### config.mk
export PLATFORM = sky130hd
export DESIGN_NAME = fp_normalize_round_flat
export DESIGN_NICKNAME = d
export VERILOG_FILES = /design/src/rtl/fp_normalize_round_if.sv /design/src/rtl/fp_normalize_round.sv /design/src/flat_wrapper.sv
export SDC_FILE = /design/constraint.sdc
export NUM_CORES = 1
export LEC_CHECK = 0
export ABC_CLOCK_PERIOD_IN_PS = 4200
export CAP_MARGIN = 20
export CORE_AREA = 2 2 132 185
export CTS_CLUSTER_SIZE = 10
export DETAILED_ROUTE_END_ITERATION = 7
export DIE_AREA = 0 0 134 187
export GPL_TIMING_DRIVEN = 0
export PLACE_DENSITY = 0.74
export RECOVER_POWER = 25
export SLEW_MARGIN = 20
export SYNTH_ARGS = -nofsm -noshare
export SYNTH_HDL_FRONTEND = slang
export SYNTH_SLANG_ARGS = --single-unit
### constraint.sdc
create_clock -name clk -period 4.2 [get_ports clk]
set_input_delay 1.05 -clock clk [delete_from_list [all_inputs] [get_ports clk]]
set_output_delay 1.05 -clock clk [all_outputs]
set_load 0.005 [all_outputs]
### src/rtl/fp_normalize_round_if.sv
// Handshake bundle between the dot-product adder, the normalize/round/pack stage
// and the result register file.
interface fp_normalize_round_if;
    logic        in_valid;
    logic        in_ready;
    logic [7:0]  in_exp;
    logic [50:0] in_sig;
    logic        out_valid;
    logic        out_ready;
    logic [31:0] out_fp;
    logic        out_zero;
    logic        out_ovf;
    logic        out_unf;

    modport master (
        output in_valid, in_exp, in_sig, out_ready,
        input  in_ready, out_valid, out_fp, out_zero, out_ovf, out_unf
    );

    modport slave (
        input  in_valid, in_exp, in_sig, out_ready,
        output in_ready, out_valid, out_fp, out_zero, out_ovf, out_unf
    );
endinterface

### src/rtl/fp_normalize_round.sv
// Three-stage normalize/round/pack from the adder's 51-bit two's-complement sum
// to FP32 (no denormals). The whole pipeline freezes while the output is stalled.
module fp_normalize_round (
    input  logic                  clk,
    input  logic                  rst,
    fp_normalize_round_if.slave   bus
);

    logic               vld_p0, vld_p1, vld_p2;
    logic               stall, adv;

    logic               sign_p0;
    logic        [50:0] mag_p0;
    logic        [7:0]  exp_p0;

    logic               sign_p1;
    logic               zero_p1;
    logic        [49:0] norm_p1;
    logic signed [9:0]  en_p1;

    logic        [34:0] res_p2;

    logic        [5:0]  lead;
    logic        [50:0] norm;
    logic signed [9:0]  en;

    // Result word is {fp[31:0], zero, ovf, unf}; m holds the bits below the implicit one.
    function automatic logic [34:0] round_pack(input logic s, input logic z,
                                               input logic [49:0] m,
                                               input logic signed [9:0] e);
        logic              inc;
        logic [23:0]       frac_r;
        logic signed [9:0] ef;
        inc    = m[26] & ((|m[25:0]) | m[27]);
        frac_r = {1'b0, m[49:27]} + {23'd0, inc};
        ef     = e + (frac_r[23] ? 10'sd1 : 10'sd0);
        if (z)
            return {32'h0000_0000, 3'b100};
        else if (ef >= 10'sd255)
            return {s, 8'hFF, 23'h0, 3'b010};
        else if (ef <= 10'sd0)
            return {s, 31'h0, 3'b001};
        else
            return {s, ef[7:0], frac_r[22:0], 3'b000};
    endfunction

    assign stall        = vld_p2 & ~bus.out_ready;
    assign adv          = ~stall;
    assign bus.in_ready = ~stall;

    // S1: sign/magnitude
    always_ff @(posedge clk) begin
        if (adv && bus.in_valid) begin
            sign_p0 <= bus.in_sig[50];
            mag_p0  <= bus.in_sig[50] ? -bus.in_sig : bus.in_sig;
            exp_p0  <= bus.in_exp;
        end
    end

    always_comb begin
        lead = '0;
        for (int i = 0; i < 51; i++)
            if (mag_p0[i]) lead = 6'(i);
        norm = mag_p0 << (6'd50 - lead);
        en   = $signed({2'b00, exp_p0}) + $signed({4'b0000, lead}) - 10'sd46;
    end

    // S2: normalize; bit 50 of the shifted magnitude is the implicit one and is dropped
    always_ff @(posedge clk) begin
        if (adv && vld_p0) begin
            sign_p1 <= sign_p0;
            zero_p1 <= (mag_p0 == '0);
            norm_p1 <= norm[49:0];
            en_p1   <= en;
        end
    end

    // S3: round/pack; output data only changes when out_valid is loaded
    always_ff @(posedge clk or posedge rst) begin
        if (rst) begin
            vld_p0 <= 1'b0;
            vld_p1 <= 1'b0;
            vld_p2 <= 1'b0;
            res_p2 <= '0;
        end else if (adv) begin
            vld_p0 <= bus.in_valid;
            vld_p1 <= vld_p0;
            vld_p2 <= vld_p1;
            if (vld_p1)
                res_p2 <= round_pack(sign_p1, zero_p1, norm_p1, en_p1);
        end
    end

    assign bus.out_valid = vld_p2;
    assign bus.out_fp    = res_p2[34:3];
    assign bus.out_zero  = res_p2[2];
    assign bus.out_ovf   = res_p2[1];
    assign bus.out_unf   = res_p2[0];

endmodule

### src/flat_wrapper.sv
// flat-port wrapper written by rule: the top's interface ports become plain ports
module fp_normalize_round_flat 
  (clk, rst, bus_in_valid, bus_in_exp, bus_in_sig, bus_out_ready, bus_in_ready, bus_out_valid, bus_out_fp, bus_out_zero, bus_out_ovf, bus_out_unf);
  fp_normalize_round_if bus_i ();
  input  logic clk;
  input  logic rst;
  input wire logic [$bits(bus_i.in_valid)-1:0] bus_in_valid;
  input wire logic [$bits(bus_i.in_exp)-1:0] bus_in_exp;
  input wire logic [$bits(bus_i.in_sig)-1:0] bus_in_sig;
  input wire logic [$bits(bus_i.out_ready)-1:0] bus_out_ready;
  output wire logic [$bits(bus_i.in_ready)-1:0] bus_in_ready;
  output wire logic [$bits(bus_i.out_valid)-1:0] bus_out_valid;
  output wire logic [$bits(bus_i.out_fp)-1:0] bus_out_fp;
  output wire logic [$bits(bus_i.out_zero)-1:0] bus_out_zero;
  output wire logic [$bits(bus_i.out_ovf)-1:0] bus_out_ovf;
  output wire logic [$bits(bus_i.out_unf)-1:0] bus_out_unf;
  assign bus_i.in_valid = bus_in_valid;
  assign bus_i.in_exp = bus_in_exp;
  assign bus_i.in_sig = bus_in_sig;
  assign bus_i.out_ready = bus_out_ready;
  assign bus_in_ready = bus_i.in_ready;
  assign bus_out_valid = bus_i.out_valid;
  assign bus_out_fp = bus_i.out_fp;
  assign bus_out_zero = bus_i.out_zero;
  assign bus_out_ovf = bus_i.out_ovf;
  assign bus_out_unf = bus_i.out_unf;
  fp_normalize_round u_core (.clk(clk), .rst(rst), .bus(bus_i));
endmodule
==> After elaboration in Yosys (flattened, before gate mapping) <==
Index checks and enable logic that the tools add are counted.
{ "classes": {"reduce_logical": 5, "n_addsub": 6, "mux": 55, "order_cmp": 2, "shifts": 1, "bitwise": 5} }
{ "ops": {"columns": ["op", "n"], "rows": [
  ["2-to-1 mux 6 bit", 19],
  ["2-to-1 mux 5 bit", 16],
  ["2-to-1 mux 34 bit", 2],
  ["logical NOT 51 bit", 1],
  ["negation 51 bit", 1],
  ["<< shifter 51 x 6 -> 50 bit", 1],
  ["2-to-1 mux 50 bit", 1],
  ["2-to-1 mux 35 bit", 1],
  ["2-to-1 mux 4 bit", 8],
  ["OR reduction 26 bit", 1],
  ["adder 23 x 1 -> 24 bit", 1],
  ["2-to-1 mux 3 bit", 4],
  ["adder 10 bit", 1],
  [">= comparator 10 x 9 -> 1 bit, second input constant", 1],
  ["less-or-equal comparator 10 x 1 -> 1 bit, second input constant", 1],
  ["subtractor 10 x 7 -> 10 bit, second input constant", 1],
  ["adder 8 x 6 -> 9 bit", 1],
  ["subtractor 6 bit, first input constant", 1],
  ["2-to-1 mux 2 bit", 2],
  ["AND 1 bit", 2],
  ["logical AND 1 bit", 2],
  ["2-to-1 mux 1 bit", 2],
  ["NOT 1 bit", 2],
  ["AND reduction 2 bit", 1],
  ["bitwise OR 1 bit", 1]
]} }
{ "word_totals": {"in_bits": 63, "out_inout_bits": 37, "word_cells": 86, "regBits": 160} }

==> Longest topological paths before layout <==
Gate-level depths: netlist of run 1.
{ "depth": {"word_depth": 52, "ltp_mapped": 21, "ltp_nobuf": 20} }

==> Worst setup path after synthesis of run 1 <==
Ideal clock, no wire load.
{ "synth_path": {"path_kind": "register to register", "from": "register u_core.mag_p0[42]", "to": "register u_core.norm_p1[39] (data pin)", "period_less_slack_ps": 4549, "path_buffers": 5, "arrival_time_ps": 4278, "slack_ps": -349, "setup_ps": 272, "stages_incl_launch_ff": 16, "required_ps": 3928, "path_cell_list": "edfxtp_1 or3_1 o211a_1 nor2_1 buf_2 nand2_1 inv_1 ha_1 buf_1 clkbuf_1 clkbuf_1 clkbuf_1 a21oi_1 a221oi_1 a211oi_1 or4_1"} }
{ "synth_via": {"elab_chain_len": 11} }
{ "synth_lines": {"columns": ["item", "line_no", "source"], "rows": [
  ["start: declaration", "fp_normalize_round.sv:13", "logic [50:0] mag_p0;"],
  ["start signal: assignment", "fp_normalize_round.sv:55", "mag_p0 <= bus.in_sig[50] ? -bus.in_sig : bus.in_sig;"],
  ["2-to-1 mux 6 bit (9 in a row)", "fp_normalize_round.sv:63", "if (mag_p0[i]) lead = 6'(i);"],
  ["subtractor 6 bit", "fp_normalize_round.sv:64", "norm = mag_p0 << (6'd50 - lead);"],
  ["<< shifter 51 x 6 -> 50 bit *", "fp_normalize_round.sv:64", null],
  ["via u_core.norm[39]", "fp_normalize_round.sv:24", "logic [50:0] norm;"],
  ["end signal: assignment", "fp_normalize_round.sv:73", "norm_p1 <= norm[49:0];"],
  ["end: declaration", "fp_normalize_round.sv:18", "logic [49:0] norm_p1;"]
]} }
The timed path passes the listed nets; every way through them passes the cells marked *.
A chain may end at the register's enable or synchronous reset.

==> Worst setup path in the final report of run 1 <==
{ "layout_path": {"from": "register u_core.mag_p0[25]", "to": "register u_core.norm_p1[36] (data pin)"} }
{ "layout_via": {"elab_chain_len": 28} }
{ "layout_lines": {"columns": ["item", "line_no"], "rows": [
  ["2-to-1 mux 5 bit (7 in a row)", "fp_normalize_round.sv:63"],
  ["2-to-1 mux 6 bit (19 in a row)", "fp_normalize_round.sv:63"],
  ["subtractor 6 bit", "fp_normalize_round.sv:64"],
  ["<< shifter 51 x 6 -> 50 bit *", "fp_normalize_round.sv:64"],
  ["via u_core.norm[36]", "fp_normalize_round.sv:24"]
]} }
Marked as above.

==> results of run 1 <==
[tightest hold or removal path, stage by stage (launching register included)]
cell	delay, ps
dfrtp_1	340
nand2_1	60
o21ai_2	50
[worst paths after layout]
| check | cells after the start | start | endpoint | slack, ps |
|---|---|---|---|---|
| worst max register to register | 11 | u_core.mag_p0[25] | u_core.norm_p1[36] | -440 |
| worst max-delay path | 11 | u_core.mag_p0[25] | u_core.norm_p1[36] | -440 |
| worst min register to register | 2 | u_core.res_p2[15] | u_core.res_p2[15] | 480 |
| max in group asynchronous | 2 | rst | u_core.res_p2[10] | 1950 |
| min in group asynchronous | 2 | rst | u_core.res_p2[32] | 1430 |
| worst min-delay path | 2 | u_core.res_p2[15] | u_core.res_p2[15] | 480 |
[flip-flops by register name (all words and copies together) (netlist names)]
name / count
u_core.norm_p1: 50
u_core.res_p2: 35
u_core.sign_p1: 1
u_core.vld_p1: 1
u_core.mag_p0: 51
u_core.exp_p0: 8
u_core.sign_p0: 1
u_core.en_p1: 10
u_core.bus.out_valid: 1
u_core.vld_p0: 1
u_core.zero_p1: 1
[synth_stat cells (all sizes together), types with 6 or more instances]
master / count / area share
mux4: 14 / 0.025
a21boi: 8 / 0.0048
nand2b: 20 / 0.011
a221oi: 9 / 0.0068
or2: 11 / 0.0059
nand4: 18 / 0.0090
or3: 17 / 0.0085
inv: 38 / 0.011
o311ai: 10 / 0.0070
a21oi: 67 / 0.027
a22oi: 6 / 0.0036
a31oi: 23 / 0.013
and2: 11 / 0.0055
nor2: 117 / 0.036
a221o: 8 / 0.0064
nor2b: 7 / 0.0035
edfxtp: 122 / 0.29
a21o: 14 / 0.0084
mux2: 15 / 0.014
o31ai: 22 / 0.013
or4: 24 / 0.015
and3: 17 / 0.0085
o41ai: 11 / 0.0089
dfrtp: 38 / 0.076
nor3: 47 / 0.019
a32oi: 6 / 0.0042
o21ai: 100 / 0.041
xor2: 14 / 0.0098
a211oi: 27 / 0.017
o211ai: 25 / 0.015
o21a: 8 / 0.0054
nor4: 47 / 0.024
ha: 12 / 0.012
o32ai: 7 / 0.0049
xnor2: 77 / 0.056
nand2: 107 / 0.032
o221ai: 11 / 0.0077
buf: 36 / 0.014
a211o: 12 / 0.0084
o22ai: 9 / 0.0045
clkbuf: 79 / 0.024
o211a: 7 / 0.0056
nand3: 40 / 0.016
mux2i: 19 / 0.015
[logic make-up (layout without fill, tap and decap cells)]
family                   after synthesis  after routing  synth area share
AND/OR/NAND/NOR                      489            489             0.198
AO/OA/AOI/OAI                        438            438             0.250
adder cells (fa/ha/maj)               13             13            0.0136
multiplexers                          48             48            0.0540
flip-flops                           160            160             0.370
XOR/XNOR                              91             91            0.0654
buffers and inverters                154            361            0.0499
[power breakdown]
group          internal (mW)  switching (mW)  leakage (nW)  total [mW]
Combinational           2.06            2.94          4.07        5.00
Clock                  0.820           0.705         0.260        1.53
Sequential              2.23           0.342          1.67        2.57
Total                   5.12            3.99          6.00        9.10
[stage by stage]
| step | power (mW) | hold slack [ps] | setup slack, ps | std cells |
|---|---|---|---|---|
| 6_report | 9.10 | 483 | -442 | 1910 |
| 5_1_grt | 9.35 | 515 | -553 | 1910 |
| 4_1_cts | 8.31 | 483 | -210 | 1887 |
| 3_5_place_dp | 6.07 | 470 | -2650 | 1802 |
| 3_3_place_gp | 6.02 | 461 | -2730 | 1802 |
| 2_1_floorplan | 4.61 | 400 | -16.3 | 1393 |
[per-layer routing]
layer  track usage  share of wire
met4         0.445           0.12
met5             0              0
met2         0.737           0.47
met3         0.140          0.097
met1         0.474           0.31
[area by class of cell]
class / count / area (um^2) / area share
multi-input combinational: 1079 / 8830 / 0.521
sequential: 160 / 4610 / 0.272
timing repair buffer: 184 / 1710 / 0.101
buffer: 106 / 712 / 0.0420
clock buffer: 21 / 440 / 0.0260
tap: 310 / 388 / 0.0229
inverter: 39 / 163 / 0.00959
clock inverter: 11 / 106 / 0.00627
[repair_timing]
item	in CTS	in global routing
pin swaps	58	82
setup buffers	54	29
cloned	3	0
endpoints found under the setup margin	90	104
gates resized for setup	276	191
==> flow_summary.yaml, run 1 <==
layout:
  final_cell_mix: "edfxtp_1 (122), nor2_1 (99), nand2_1 (98), buf_4 (77), xnor2_1 (71)"
  post-route-util: 0.720
  final_area_mm2: 0.0170
  drive_above_1_share: 0.295
  fill_cells: 1757
  area_growth_pct: 35.9
  antenna_cells: 0
  final_nets: 1663
  layout_commonest_cell: "edfxtp_1"
routing:
  viasPerCell: 7.23
  wl_per_cell_um: 30.6
  drc_errors: 1
  vias: 13800
  ant_nets: 0
  first_iter_violations: 1588
  first_pass_iters: 8
  drt_wl_total_um: 58500
cts:
  numCtsBuffers: 17
  cts.sink_count: 160
  cts-root-buf: "clkbuf_16"
  cts_tree: "built"
  cts.path.max_buffers: 2
  htree_levels: 4
  clk_latency_ps: 470
  cts_hold_buf: 0
  path_clk_slew_ps: 70
yosys:
  synth_ff_type: "edfxtp_1"
  synth_edf_count: 122
  syn_area_per_cell_um2: 8.96
  ys_seq_area_frac: 0.370
  syn_nets: 1469
  syn_inst: 1393
  synth-async-reset-ratio: 0.238
  mappedNetlistArea_mm2: 0.0125
  synth_cell_types: 88
  yosys_register_bits: 160
  yosysWarnings: 0
global_routing:
  grt_pass1_vias: 13700
  antenna_found_initial: 0
  gr-usage-all-layers: 0.462
  grt_max_degree: 63
  overflow: 0
  grt_pass1_wl_um: 85600
placed_design:
  place_area_mm2: 0.0139
  routabilityCongestion: 1.11
  hpwl_um: 40600
  port_buffers: 99
die:
  initial_core_util: 0.530
  die_y_um: 187
  ios: 100
  dieArea_mm2: 0.0251
  core_area_mm2: 0.0236
  rows: 67
  die_x_um: 134
critical_path:
  crit_required_ps: 4400
  arrival_ps: 4840
  crit_family: "simple AND/OR/NAND/NOR gates"
  start_kind: "flip-flop"
  worst-path-buf-inv: 3
  critPathCaptureType: "flip-flop"
  critPathMostFrequentCell: "clkbuf_1"
  crit_type: "reg -> reg"
  slowest_delay_ps: 720
  crit_slowest_cell: "nor4_2"
  path_max_fanout: 10
  crit_chain: "clkbuf_1 -> nor4_2 -> nand4_1 -> a21oi_1 -> inv_1 -> a21o_1 -> a31oi_4 -> nand2b_1 -> clkbuf_1 -> a211o_1 -> o211ai_1"
sta:
  fin_crit_ps: 4640
  fin_ws_ps: -442
  fmax_mhz: 215
  worst_pin_slew_ps: 1370
  period_share: 1.11
  slew_viol_final: 0
  final-hold-violation-count: 0
  rsz0062_at_grt: "yes"
  relSlewSlack: 0.0860
  tns_ps: -16910
  setup_viol: 79
  fin_skew_ps: 13.7
pwr:
  peakVddDrop_uv: 375
  power_density_mw_per_mm2: 537
  p_leak_nw: 6.00
run_status:
  violations: "design-rule violations, negative setup slack"
  status: "complete, but fails checks"
min_path:
  min_path_type: "reg -> reg"
run:
  maxCapViolCount: 0
Power figures use the tool's default switching activity.
==> run 2, diff against run 1 <==
--- a/config.mk
+++ b/config.mk
@@ -12,6 +12,7 @@
 export DETAILED_ROUTE_END_ITERATION = 7
 export DIE_AREA = 0 0 134 187
 export GPL_TIMING_DRIVEN = 0
+export HOLD_SLACK_MARGIN = 0.02
 export PLACE_DENSITY = 0.74
 export RECOVER_POWER = 25
 export SLEW_MARGIN = 20
==> results of run 2 <==
Same layout as run 1: the final DEF is identical, and so are final timing and power.
==> run 3, diff against run 2 <==
--- a/config.mk
+++ b/config.mk
@@ -6,7 +6,7 @@
 export NUM_CORES = 1
 export LEC_CHECK = 0
 export ABC_CLOCK_PERIOD_IN_PS = 4200
-export CAP_MARGIN = 20
+export CAP_MARGIN = 5
 export CORE_AREA = 2 2 132 185
 export CTS_CLUSTER_SIZE = 10
 export DETAILED_ROUTE_END_ITERATION = 7
==> results of run 3 <==
Same layout as run 1: the final DEF is identical, and so are final timing and power.
